### src/rtl/ape_tile_accumulator.sv
// APE tile accumulator: adds MPE/APE lane pairs per row beat,
// accumulates over passes and streams final rows out.
module ape_tile_accumulator #(
  parameter int OUT_BIN_LEN = 16,
  parameter int LANES       = 8,
  parameter int ROWS        = 8,
  parameter bit SATURATE    = 1'b1,
  localparam int RW = (ROWS > 1) ? $clog2(ROWS) : 1
) (
  input  logic                   clock,
  input  logic                   reset,
  input  logic                   in_valid,
  output logic                   in_ready,
  input  logic                   in_first,
  input  logic                   in_last,
  input  logic [LANES*OUT_BIN_LEN-1:0] mpe_vals,
  input  logic [LANES*OUT_BIN_LEN-1:0] ape_vals,
  output logic                   out_valid,
  input  logic                   out_ready,
  output logic [LANES*OUT_BIN_LEN-1:0] out_vals,
  output logic [RW-1:0]          out_row,
  output logic [LANES-1:0]       out_sat,
  output logic                   busy
);

  localparam int W  = OUT_BIN_LEN;
  localparam int SW = W + 2;

  logic [RW-1:0]        row_cnt;
  logic                 mode_first;
  logic                 mode_last;
  logic [LANES*W-1:0]   buf_q [ROWS];
  logic [LANES*W-1:0]   prev;
  logic [LANES*W-1:0]   res;
  logic [LANES-1:0]     ovf;
  logic                 accept;
  logic                 row0;
  logic                 cur_first;
  logic                 cur_last;
  logic [SW-1:0]        s;
  logic [SW-1:0]        acc;

  assign in_ready  = !out_valid || out_ready;
  assign accept    = in_valid && in_ready;
  assign row0      = (row_cnt == '0);
  assign busy      = !row0;
  // Row-0 beats steer themselves; later rows follow the latched mode.
  assign cur_first = row0 ? in_first : mode_first;
  assign cur_last  = row0 ? in_last  : mode_last;
  assign prev      = buf_q[row_cnt];

  always_comb begin
    res = '0;
    ovf = '0;
    s   = '0;
    acc = '0;
    for (int k = 0; k < LANES; k++) begin
      acc = cur_first ? '0 : SW'(signed'(prev[k*W +: W]));
      s = SW'(signed'(mpe_vals[k*W +: W]))
        + SW'(signed'(ape_vals[k*W +: W]))
        + acc;
      // In range iff the three top bits agree.
      ovf[k] = !((s[SW-1:W-1] == '0) || (s[SW-1:W-1] == '1));
      if (SATURATE && ovf[k])
        res[k*W +: W] = s[SW-1] ? {1'b1, {(W-1){1'b0}}}
                                : {1'b0, {(W-1){1'b1}}};
      else
        res[k*W +: W] = s[W-1:0];
    end
  end

  always_ff @(posedge clock) begin
    if (reset) begin
      row_cnt    <= '0;
      mode_first <= 1'b1;
      mode_last  <= 1'b0;
      out_valid  <= 1'b0;
      out_vals   <= '0;
      out_row    <= '0;
      out_sat    <= '0;
      for (int r = 0; r < ROWS; r++)
        buf_q[r] <= '0;
    end else begin
      if (accept) begin
        row_cnt <= (row_cnt == RW'(ROWS-1)) ? '0 : row_cnt + 1'b1;
        if (row0) begin
          mode_first <= in_first;
          mode_last  <= in_last;
        end
        if (!cur_last)
          buf_q[row_cnt] <= res;
      end
      if (accept && cur_last) begin
        out_valid <= 1'b1;
        out_vals  <= res;
        out_row   <= row_cnt;
        out_sat   <= ovf;
      end else if (out_ready) begin
        out_valid <= 1'b0;
      end
    end
  end

endmodule

### config.mk
export PLATFORM = sky130hd
export DESIGN_NAME = ape_tile_accumulator
export DESIGN_NICKNAME = d
export VERILOG_FILES = /design/src/rtl/ape_tile_accumulator.sv
export SDC_FILE = /design/constraint.sdc
export NUM_CORES = 2
export LEC_CHECK = 0
export ABC_AREA = 1
export CAP_MARGIN = 20
export CORE_MARGIN = 2
export CORE_UTILIZATION = 50
export CTS_CLUSTER_SIZE = 16
export DETAILED_ROUTE_END_ITERATION = 6
export DONT_BUFFER_PORTS = 1
export GPL_TIMING_DRIVEN = 1
export PLACE_DENSITY_LB_ADDON = 0.3
export SYNTH_ARGS = -nofsm -noshare
export SYNTH_HDL_FRONTEND = slang
export SYNTH_SLANG_ARGS = --single-unit
### constraint.sdc
create_clock -name clock -period 4.6 [get_ports clock]
set_input_delay 0.46 -clock clock [delete_from_list [all_inputs] [get_ports clock]]
set_output_delay 0.46 -clock clock [all_outputs]
set_load 0.01 [all_outputs]
==> results.md <==
- The total length of routed wires is just under 200000 um.
- The floorplan step set the die width to 362.1 um.
- The total of endpoints with negative setup slack in the final report is 0.
- The utilization after layout is between 50% and 60%.
- The first global-routing pass estimated 293700 um of wire.
- Setup repair after global routing could not meet its margin everywhere.
- The TritonCTS clock tree is yes.
- IR analysis of the VDD net gives a maximum drop of approximately 0.00037 V.
- The count of different cell masters after synthesis is 44.
- The routed wirelength normalized by instance count is 22.07 um.
- The flip-flop cell with the highest count after synthesis is sky130_fd_sc_hd__edfxtp_1.
- The number of failing hold endpoints at the final stage was 0.
- The setup TNS is 0 ns.
- A synthesized cell averages 9.005 um^2.
- Of the synthesized area, sequential elements account for 52.58%.
- The final count of pins violating max slew is 0.
- The total overflow left after global routing is 0.
- The first detailed-routing pass ran for 6 iterations.
- The congestion estimate from routability-driven global placement came to 0.8978.
- Measured along the y axis, the die boundary spans 362.1 um.
- Across the run, the number of max-cap violations was 0.
- The clock-pin transition on the worst setup and hold timing paths is 0.06 ns.
- The row count is 131.
- For the worst-skew pair, the clock arrives at the later sink with an insertion delay of 0.74 ns.
- Buffers placed on the I/O ports in this run total 0.
- The starting density of the core is 50.34%.
- In this run, synthesis produced a sequential element count of 1172.
- CTS built an H-tree with a depth of 3.
- The data required time at the worst endpoint is between 5 and 6 ns.
- In this run the worst hold path is classified as in2reg.
- In this run, synthesis inferred 1024 flip-flops with an integrated enable.
- 404 I/O pins were placed.
- Counting flops with an async set or reset pin after synthesis yields a share of 0%.
- The clock root buffer is sky130_fd_sc_hd__clkbuf_16.
- The run finished with clean final reports.
- Dividing total power by cell area gives a power density of 485.1 mW/mm^2.
- The core region is 0.1274 mm^2.
- The number of global-route vias before repair is between 50000 and 60000.
- The timing-limited maximum frequency is 0.2289 GHz.
- The number of vias after detailed routing is between 50000 and 60000.
- The post-route fraction of the period consumed by the critical path is 94.96%.
- The final antenna-violating net count is 0.
- The area growth from synthesis to final layout is 10.71%.
- The number of buffers between clock root and the deepest sink is 3.
- The clock period minus final worst setup slack is 4.368 ns.
- The HPWL after detailed placement is 112000 um.
- The most numerous cell type found on the critical path is sky130_fd_sc_hd__nand2_1.
- Counting every net in the synthesized netlist gives 7665.
- The number of remaining DRC errors is 0.
- The post-place setup slack is -0.01368 ns.
- The largest net degree at the start of global routing is 138.
- The initial antenna violation count is 2.
- The top cell types in the final layout, fill and taps aside, are 1287 x sky130_fd_sc_hd__a21oi_1, 1024 x sky130_fd_sc_hd__edfxtp_1, 993 x sky130_fd_sc_hd__nor2_1.
- On the final layout, the worst clock skew is about 0.023 ns.
- The endpoint arrival time on the critical path is 4.92 ns.
- The final-stage net count is 7520.
- In this run the worst path has a maximum fanout of 73.
- The die area is 0.1311 mm^2.
- The leading cell type in the layout, fill and taps excluded is sky130_fd_sc_hd__a21oi_1.
- Yosys printed 0 warnings.
- The critical path in this run is classified as reg2reg.
- For the pin with the worst max-slew slack, the measured transition is approximately 1.1 ns.
- The filler cells instantiated in the layout total between 10000 and 15000.
- In the final layout, the share of cells above drive strength 1 is around 7.5%.
- The cell area that synthesis handed to floorplanning was 0.06411 mm^2.
- Setup slack on the critical path of the routed design comes to 0.2318 ns.
- Overall power consumption after layout is estimated at between 30 and 40 mW.
- Counting the buffers created by CTS gives about 120.
- On the critical path, the stage with the largest delay is an instance of sky130_fd_sc_hd__dfxtp_4.
- Clock tree synthesis found a total of 1172 sinks.
- STA classifies the critical path endpoint as a flop.
- The aggregate global-route resource usage is 28.52%.
- The signal on the critical path passes through clkinv_8, buf_12, o21ai_0, o22ai_1, o21ai_0, a31oi_1, buf_4, ha_1, fa_1, nand2_1, nand3_1, nand3_1, nand2_1, nand2_1, nand2_1, nand2_1, nand2_1, o21ai_2, buf_4, nand2_1, a21oi_1.
- After technology mapping, the gate count stands at about 7100.
- The average via count per standard cell is 6.072.
- The delay of the slowest cell on the worst path is 0.49 ns.
- The worst pin sits at a relative slew slack of 26.79%.
- The total leakage power is 28.76 nW.
- The first routing iteration left 5348 violations.
- The startpoint kind of the worst setup timing path is a flop.
where the power goes:
part | leakage (nW) | total (mW) | switching [mW] | internal, mW
Combinational | 15.0 | 11.9 | 8.56 | 3.36
Sequential | 11.8 | 12.7 | 0.429 | 12.3
Clock | 1.89 | 9.79 | 4.24 | 5.55
Total | 28.8 | 34.4 | 13.2 | 21.2
worst paths after layout:
path	from	to	slack, ns	cells after the start
worst max-delay path	flop	buf_q[3][114]	0.23	21
worst min-delay path	reset	out_valid	0.03	2
worst max register to register	flop	buf_q[3][114]	0.23	21
worst min register to register	mode_first	mode_first	0.55	2
final cells by class:
cell class                 instances  area, um^2  share of cell area (%)
multi-input combinational       5120       27370                   38.56
antenna                            4       10.01                 0.01410
timing repair buffer             215        2549                   3.591
inverter                         345        1348                   1.898
clock inverter                    62       593.1                  0.8355
tap                             1662        2079                   2.930
sequential                      1172       33720                   47.50
clock buffer                     161        3312                   4.666
sequential cells by signal (all words and copies together), names as in the netlist, named ones only:
name        count
buf_q        1024
out_vals      128
out_sat         8
out_row         3
row_cnt         3
mode_first      1
mode_last       1
out_valid       1
worst max-delay path: cells and delay by family, from the launching register on:
kind | cells | cell delay [ns]
buffers and inverters | 4 | 1.11
flip-flops | 1 | 0.49
AO/OA/AOI/OAI | 6 | 0.81
adder cells (fa/ha/maj) | 2 | 0.69
AND/OR/NAND/NOR | 9 | 0.98
repair_timing:
item,CTS,global route
setup endpoints to repair,0,696
gates resized for setup,0,31
hold buffers,2,0
endpoints found under the hold margin,9,0
buffers inserted,0,6
metrics by stage:
step | hold slack, ns | area, um^2 | std cells
after floorplan | 0.4424 | 64130 | 7120
after global placement | 0.4456 | 66810 | 8504
after detailed placement | 0.4493 | 66810 | 8504
after CTS | 0.004588 | 70750 | 8729
after global routing | 0.01949 | 70970 | 8738
final | 0.03410 | 70980 | 8741
cell families after synthesis:
family          after synthesis  synth area share (%)
xor+xnor                    202                 2.759
compound gates             2467                 20.14
flops                      1172                 52.58
simple gates               2166                 13.59
buf+inv                     829                 5.205
mux                           1               0.01561
fa+ha+maj                   283                 5.710
cells in the mapped netlist, types with 21 or more instances:
| cell | count | area share [%] |
|---|---|---|
| sky130_fd_sc_hd__a21oi_1 | 1287 | 10 |
| sky130_fd_sc_hd__edfxtp_1 | 1024 | 48 |
| sky130_fd_sc_hd__nor2_1 | 994 | 5.8 |
| sky130_fd_sc_hd__nand2_1 | 837 | 4.9 |
| sky130_fd_sc_hd__o21ai_0 | 821 | 6.4 |
| sky130_fd_sc_hd__inv_1 | 331 | 1.9 |
| sky130_fd_sc_hd__clkbuf_1 | 310 | 1.8 |
| sky130_fd_sc_hd__ha_1 | 267 | 5.2 |
| sky130_fd_sc_hd__nand3_1 | 193 | 1.5 |
| sky130_fd_sc_hd__a31oi_1 | 152 | 1.5 |
| sky130_fd_sc_hd__dfxtp_1 | 148 | 4.6 |
| sky130_fd_sc_hd__xor2_1 | 141 | 1.9 |
| sky130_fd_sc_hd__buf_2 | 132 | 1.0 |
| sky130_fd_sc_hd__o22ai_1 | 128 | 1.2 |
| sky130_fd_sc_hd__nand2_2 | 75 | 0.73 |
| sky130_fd_sc_hd__xnor2_1 | 61 | 0.83 |
| sky130_fd_sc_hd__buf_1 | 30 | 0.18 |
| sky130_fd_sc_hd__o21bai_1 | 27 | 0.32 |
| sky130_fd_sc_hd__nand4_1 | 21 | 0.20 |
layer usage:
layer	GRT usage [%]	routed length (um)	vias to the layer above
li1	-	-	24940
met1	36.97	77370	25457
met2	48.38	92920	2332
met3	5.341	17300	342
met4	8.815	5290	2
met5	0	12	-
Power figures use the tool's default switching activity.
